**src/rtl/snn_timestep_scheduler.sv**
```systemverilog
// Timestep sequencer for the two-layer spiking network.
// Ports: clk/reset; start/num_steps run control; in_spikes/in_valid/in_ready
// input handshake; net_* drive and observe the network; busy/step_index
// progress; spike_counts/winner/no_spikes result with out_valid/out_ready.
module snn_timestep_scheduler #(
    parameter int M1      = 8,
    parameter int N2      = 8,
    parameter int CNT_W   = 8,
    parameter int STEPS_W = 8,
    localparam int WIN_W  = (N2 > 1) ? $clog2(N2) : 1
) (
    input  logic                  clk,
    input  logic                  reset,
    input  logic                  start,
    input  logic [STEPS_W-1:0]    num_steps,
    input  logic [M1-1:0]         in_spikes,
    input  logic                  in_valid,
    output logic                  in_ready,
    output logic                  net_enable,
    output logic                  net_delay_clk,
    output logic [M1-1:0]         net_input_spikes,
    input  logic [N2-1:0]         net_output_spikes,
    input  logic                  net_data_ready,
    output logic                  busy,
    output logic [STEPS_W-1:0]    step_index,
    output logic [N2*CNT_W-1:0]   spike_counts,
    output logic [WIN_W-1:0]      winner,
    output logic                  no_spikes,
    output logic                  out_valid,
    input  logic                  out_ready
);

    typedef enum logic [2:0] {
        S_IDLE,
        S_LOAD,
        S_FIRE,
        S_WAIT,
        S_TICK,
        S_DONE
    } state_t;

    state_t             state;
    logic [STEPS_W-1:0] steps_lat;

    // Argmax over the settled counts; strict '>' keeps the lowest index on ties.
    logic [CNT_W-1:0]   best_cnt;
    logic [WIN_W-1:0]   best_idx;

    always_comb begin
        best_cnt = '0;
        best_idx = '0;
        for (int i = 0; i < N2; i++) begin
            if (spike_counts[i*CNT_W +: CNT_W] > best_cnt) begin
                best_cnt = spike_counts[i*CNT_W +: CNT_W];
                best_idx = WIN_W'(i);
            end
        end
    end

    logic last_step;
    assign last_step = (step_index == steps_lat - STEPS_W'(1));

    always_ff @(posedge clk) begin
        if (reset) begin
            state            <= S_IDLE;
            steps_lat        <= '0;
            in_ready         <= 1'b0;
            net_enable       <= 1'b0;
            net_delay_clk    <= 1'b0;
            net_input_spikes <= '0;
            busy             <= 1'b0;
            step_index       <= '0;
            spike_counts     <= '0;
            winner           <= '0;
            no_spikes        <= 1'b0;
            out_valid        <= 1'b0;
        end else begin
            // Both network strobes are single-cycle pulses.
            net_enable    <= 1'b0;
            net_delay_clk <= 1'b0;
            unique case (state)
                S_IDLE: begin
                    if (start && num_steps != '0) begin
                        steps_lat    <= num_steps;
                        spike_counts <= '0;
                        step_index   <= '0;
                        winner       <= '0;
                        no_spikes    <= 1'b0;
                        busy         <= 1'b1;
                        in_ready     <= 1'b1;
                        state        <= S_LOAD;
                    end
                end
                S_LOAD: begin
                    if (in_valid) begin
                        net_input_spikes <= in_spikes;
                        in_ready         <= 1'b0;
                        net_enable       <= 1'b1;
                        state            <= S_FIRE;
                    end
                end
                S_FIRE: begin
                    state <= S_WAIT;
                end
                S_WAIT: begin
                    if (net_data_ready) begin
                        for (int i = 0; i < N2; i++) begin
                            if (net_output_spikes[i] &&
                                spike_counts[i*CNT_W +: CNT_W] != '1) begin
                                spike_counts[i*CNT_W +: CNT_W] <=
                                    spike_counts[i*CNT_W +: CNT_W] + CNT_W'(1);
                            end
                        end
                        net_delay_clk <= 1'b1;
                        state         <= S_TICK;
                    end
                end
                S_TICK: begin
                    if (last_step) begin
                        winner    <= best_idx;
                        no_spikes <= (best_cnt == '0);
                        out_valid <= 1'b1;
                        state     <= S_DONE;
                    end else begin
                        step_index <= step_index + STEPS_W'(1);
                        in_ready   <= 1'b1;
                        state      <= S_LOAD;
                    end
                end
                S_DONE: begin
                    if (out_ready) begin
                        out_valid <= 1'b0;
                        busy      <= 1'b0;
                        state     <= S_IDLE;
                    end
                end
                default: begin
                    state <= S_IDLE;
                end
            endcase
        end
    end

endmodule

```
**config.mk**
```make
export PLATFORM = sky130hd
export DESIGN_NAME = snn_timestep_scheduler
export DESIGN_NICKNAME = d
export VERILOG_FILES = /design/src/rtl/snn_timestep_scheduler.sv
export SDC_FILE = /design/constraint.sdc
export NUM_CORES = 1
export LEC_CHECK = 0
export ABC_CLOCK_PERIOD_IN_PS = 18400
export CORE_MARGIN = 2
export CORE_UTILIZATION = 33
export CTS_BUF_LIST = sky130_fd_sc_hd__clkbuf_8 sky130_fd_sc_hd__clkbuf_16
export DETAILED_ROUTE_END_ITERATION = 12
export PLACE_DENSITY_LB_ADDON = 0.1
export SLEW_MARGIN = 10
export SYNTH_ARGS = -nofsm -noshare
export SYNTH_HDL_FRONTEND = slang
export SYNTH_SLANG_ARGS = --single-unit
```
**constraint.sdc**
```tcl
create_clock -name clk -period 18.4 [get_ports clk]
set_clock_uncertainty 0.1 [all_clocks]
set_input_delay 2.76 -clock clk [delete_from_list [all_inputs] [get_ports clk]]
set_output_delay 2.76 -clock clk [all_outputs]
set_load 0.005 [all_outputs]
```
==> flow_summary_export.csv <==
group,metric,value,unit
worst_hold_path,hold_path_end,"net_input_spikes[2]$_SDFFE_PP0P_",
synthesis,yosysMostFrequentCell,"dfxtp_1",
synthesis,ys_ff_latch,100,
route,drt_wl_total,19300,um
timing,hold_viol,0,
synthesis,avgSynthCellArea,8.04,sq um
timing,period_share,81.7,%
cts,cts_made_buffers,9,
cts,clkTransAtPathRegs,0.08,ns
worst_setup_path,crit_path_frequent_cell,"ha_1",
floorplan,io_pins,119,
synthesis,yosysWarningCount,0,
cts,htreeDepth,3,
timing,setup_tns,0,ns
timing,rsz0062_at_grt,"no",
route,vias_per_cell,5.07,
worst_setup_path,timing.critical_path.required,18.57,ns
placement,place_congestion,0.843,
timing,worst_slack,3.36,ns
floorplan,initial_core_util,33.7,%
synthesis,synth-compound-area-share,15.7,%
route,drt_iter0_markers,346,
worst_setup_path,crit_path_max_fanout,14,
power,leakagePower,3.30,nW
timing,fin_hold_ws,0.354,ns
layout,utilization,42.5,%
synthesis,synthTopCellsByArea,"dfxtp_1 29%, ha_1 12%, nor2_1 5.4%",
global_route,grt_usage,18.0,%
cts,post_cts_buffers,0,
power,p_int,418,uW
worst_setup_path,cp-start-kind,"register",
route,num_vias,6264,
layout,drive_gt1_share,5.08,%
route,dr_wl_met3,933,um
synthesis,synthTopCellsByCount,"100 x dfxtp_1, 99 x nor2_1, 65 x nand2_1, 63 x ha_1, 63 x inv_1",
timing,max_freq,66.5,MHz
worst_setup_path,cp_top_family,"compound AO/OA/AOI/OAI gates",
synthesis,yosys.area.top_type,"dfxtp_1",
power,swShare,36.5,%
synthesis,synth_edf_count,0,
synthesis,synthMuxAreaShare,7.78,%
synthesis,synthCells,849,
synthesis,ys_seq_area_share,29.3,%
power,power_frac_comb,34.9,%
timing,relSlewSlack,36.5,%
worst_hold_path,hold_start,"net_input_spikes[2]$_SDFFE_PP0P_",
layout,stdcell_area,0.00859,sq mm
cts,cts_tree,"yes",
worst_setup_path,r2r-start,"spike_counts[0]$_SDFFE_PP0P_",
worst_setup_path,cp_slowest_cell,"a22oi_1",
timing,finalSetupViolations,0,
worst_setup_path,crit_path_end_kind,"register",
placement,dpl.hpwl,14500,um
route,antenna_left,0,
synthesis,synthSimpleGateAreaFrac,24.0,%
synthesis,synth-xor-area-share,6.80,%
power,p_seq_share,35.0,%
layout,area_growth,25.9,%
synthesis,synth_top_family_by_area,"simple AND/OR/NAND/NOR gates",
synthesis,synthAdderAreaFrac,11.6,%
synthesis,syn_nets,942,
route,wl_per_cell,15.6,um
worst_setup_path,r2r_slack,3.36,ns
power,clkPwrFrac,30.1,%
cts,clockRootBuffer,"clkbuf_16",
worst_hold_path,holdPathStages,2,
route,dr.pass1.iters,5,
power,vdd.ir_drop.worst,0.0438,mV
global_route,antenna_found_initial,0,
floorplan,die_height,148,um
placement,portBuffers,118,
floorplan,core_area,0.0202,sq mm
worst_setup_path,critical_path_arrival,15.21,ns
floorplan,fp.dieArea,0.0218,sq mm
synthesis,synth_top_area_share,29.3,%
floorplan,die_w,148,um
power,power_density,76.7,mW/mm^2
timing,drv_slew,0,
layout,nets,1053,
timing,min_period,15.04,ns
cts,clk_latency,0.36,ns
synthesis,synth_area,0.00682,sq mm
route,wl_met2,8640,um
cts,cts_buffer_depth,2,
global_route,overflow,0,
layout,diodes,0,
placement,place_ws,3.44,ns
global_route,grt_pass1_vias,6017,
worst_setup_path,reg2reg_to,"no_spikes$_SDFFE_PP0P_",
worst_setup_path,critPathMaxStageDelay,0.75,ns
route,wl_met1,9420,um
global_route,grt_max_degree,51,
route,drc_errors,0,
cts,cts_sinks,100,
job,maxCapViolCount,0,
global_route,grt_pass1_wl,31800,um
power,switchingPower,241,uW
status,outcome,"finished, final reports clean",
synthesis,yosysUniqueCellTypes,65,
synthesis,synth_top_flop_cell,"dfxtp_1",
cts,cts_hold_buf,0,
worst_setup_path,setup.worst_path.class,"register to register",
cts,cts_resized,0,
worst_setup_path,reg2regPathDepth,66,
placement,place_area,0.00829,sq mm
timing,worst_pin_slew,0.953,ns
floorplan,num_rows,52,
worst_hold_path,hold_class,"register to register",
worst_setup_path,path_buf_inv,5,
synthesis,synthArstFlopShare,0,%
route,dr.max_layer_used,"met4",
==> power by group through the flow <==
stage,clock [mW],sequential [mW],combinational (mW)
4_1_cts,0.206,0.230,0.232
5_1_grt,0.216,0.232,0.261
6_report,0.198,0.230,0.230
2_1_floorplan,0,0.233,0.174
3_3_place_gp,0,0.235,0.231
3_5_place_dp,0,0.236,0.231
==> how the worst max path moves through the flow <==
stage | slack, ns | end | start | cells past startpoint
floorplan | 5.34 | no_spikes$_SDFFE_PP0P_ | spike_counts[0]$_SDFFE_PP0P_ | 71
detailed placement | 3.44 | no_spikes$_SDFFE_PP0P_ | spike_counts[0]$_SDFFE_PP0P_ | 66
global route | 1.66 | no_spikes$_SDFFE_PP0P_ | spike_counts[0]$_SDFFE_PP0P_ | 67
finish | 3.36 | no_spikes$_SDFFE_PP0P_ | spike_counts[0]$_SDFFE_PP0P_ | 66
CTS | 3.37 | no_spikes$_SDFFE_PP0P_ | spike_counts[0]$_SDFFE_PP0P_ | 66
global placement | 3.58 | no_spikes$_SDFFE_PP0P_ | spike_counts[0]$_SDFFE_PP0P_ | 66
==> cell usage in the layout (no fill, tap or decap), types with 10 or more instances in the layout <==
cell / netlist / routed
nand3_1: 31 / 31
and3_1: 12 / 12
mux2_2: 14 / 14
xnor2_1: 31 / 31
mux2i_1: 35 / 35
xor2_1: 22 / 22
nor2_1: 99 / 99
dfxtp_1: 100 / 100
a211oi_1: 10 / 10
nor2b_1: 12 / 12
ha_1: 63 / 63
o21ai_0: 44 / 44
nand4_1: 31 / 31
a21oi_1: 56 / 56
or3_1: 15 / 15
nor3_1: 17 / 17
nand2_1: 65 / 65
inv_1: 63 / 63
nand2b_1: 13 / 12
clkdlybuf4s50_1: 0 / 117
==> state kept, by name (all words and copies together), names as in the netlist <==
name,flops
step_index,8
net_delay_clk,1
steps_lat,8
spike_counts,64
winner,3
net_enable,1
out_valid,1
net_input_spikes,8
busy,1
in_ready,1
state,3
no_spikes,1
==> cells by family (layout without fill, tap and decap cells) <==
family | after synthesis | after routing
buf+inv | 86 | 202
compound gates | 169 | 169
mux | 51 | 51
flops | 100 | 100
simple gates | 327 | 327
xor+xnor | 53 | 53
fa+ha+maj | 63 | 63
==> layer usage <==
metal	GRT usage, %	vias up
li1	-	3251
met1	24.7	2873
met2	28.9	120
met3	4.04	20
met4	4.47	0
met5	0	-
==> worst reg2reg max path: cells and delay by family (launching register included) <==
kind | cells | cell delay [ns]
simple gates | 21 | 2.92
mux | 4 | 1.57
fa+ha+maj | 8 | 2.15
compound gates | 28 | 7.17
flops | 1 | 0.33
buf+inv | 5 | 0.70
==> cell type report <==
type,count,area (sq um)
tap,270,338
multi-input combinational,663,4500
timing repair buffer,123,1210
sequential,100,2000
clock inverter,7,77.6
inverter,63,236
clock buffer,9,225
fill,2084,11600
==> through the flow <==
stage                     power, mW  std cells
after floorplan               0.407        849
after global placement        0.467       1219
after detailed placement      0.466       1219
after CTS                     0.668       1235
after global routing          0.709       1235
final                         0.659       1235
No activity file was read; power rests on OpenSTA's default activity.
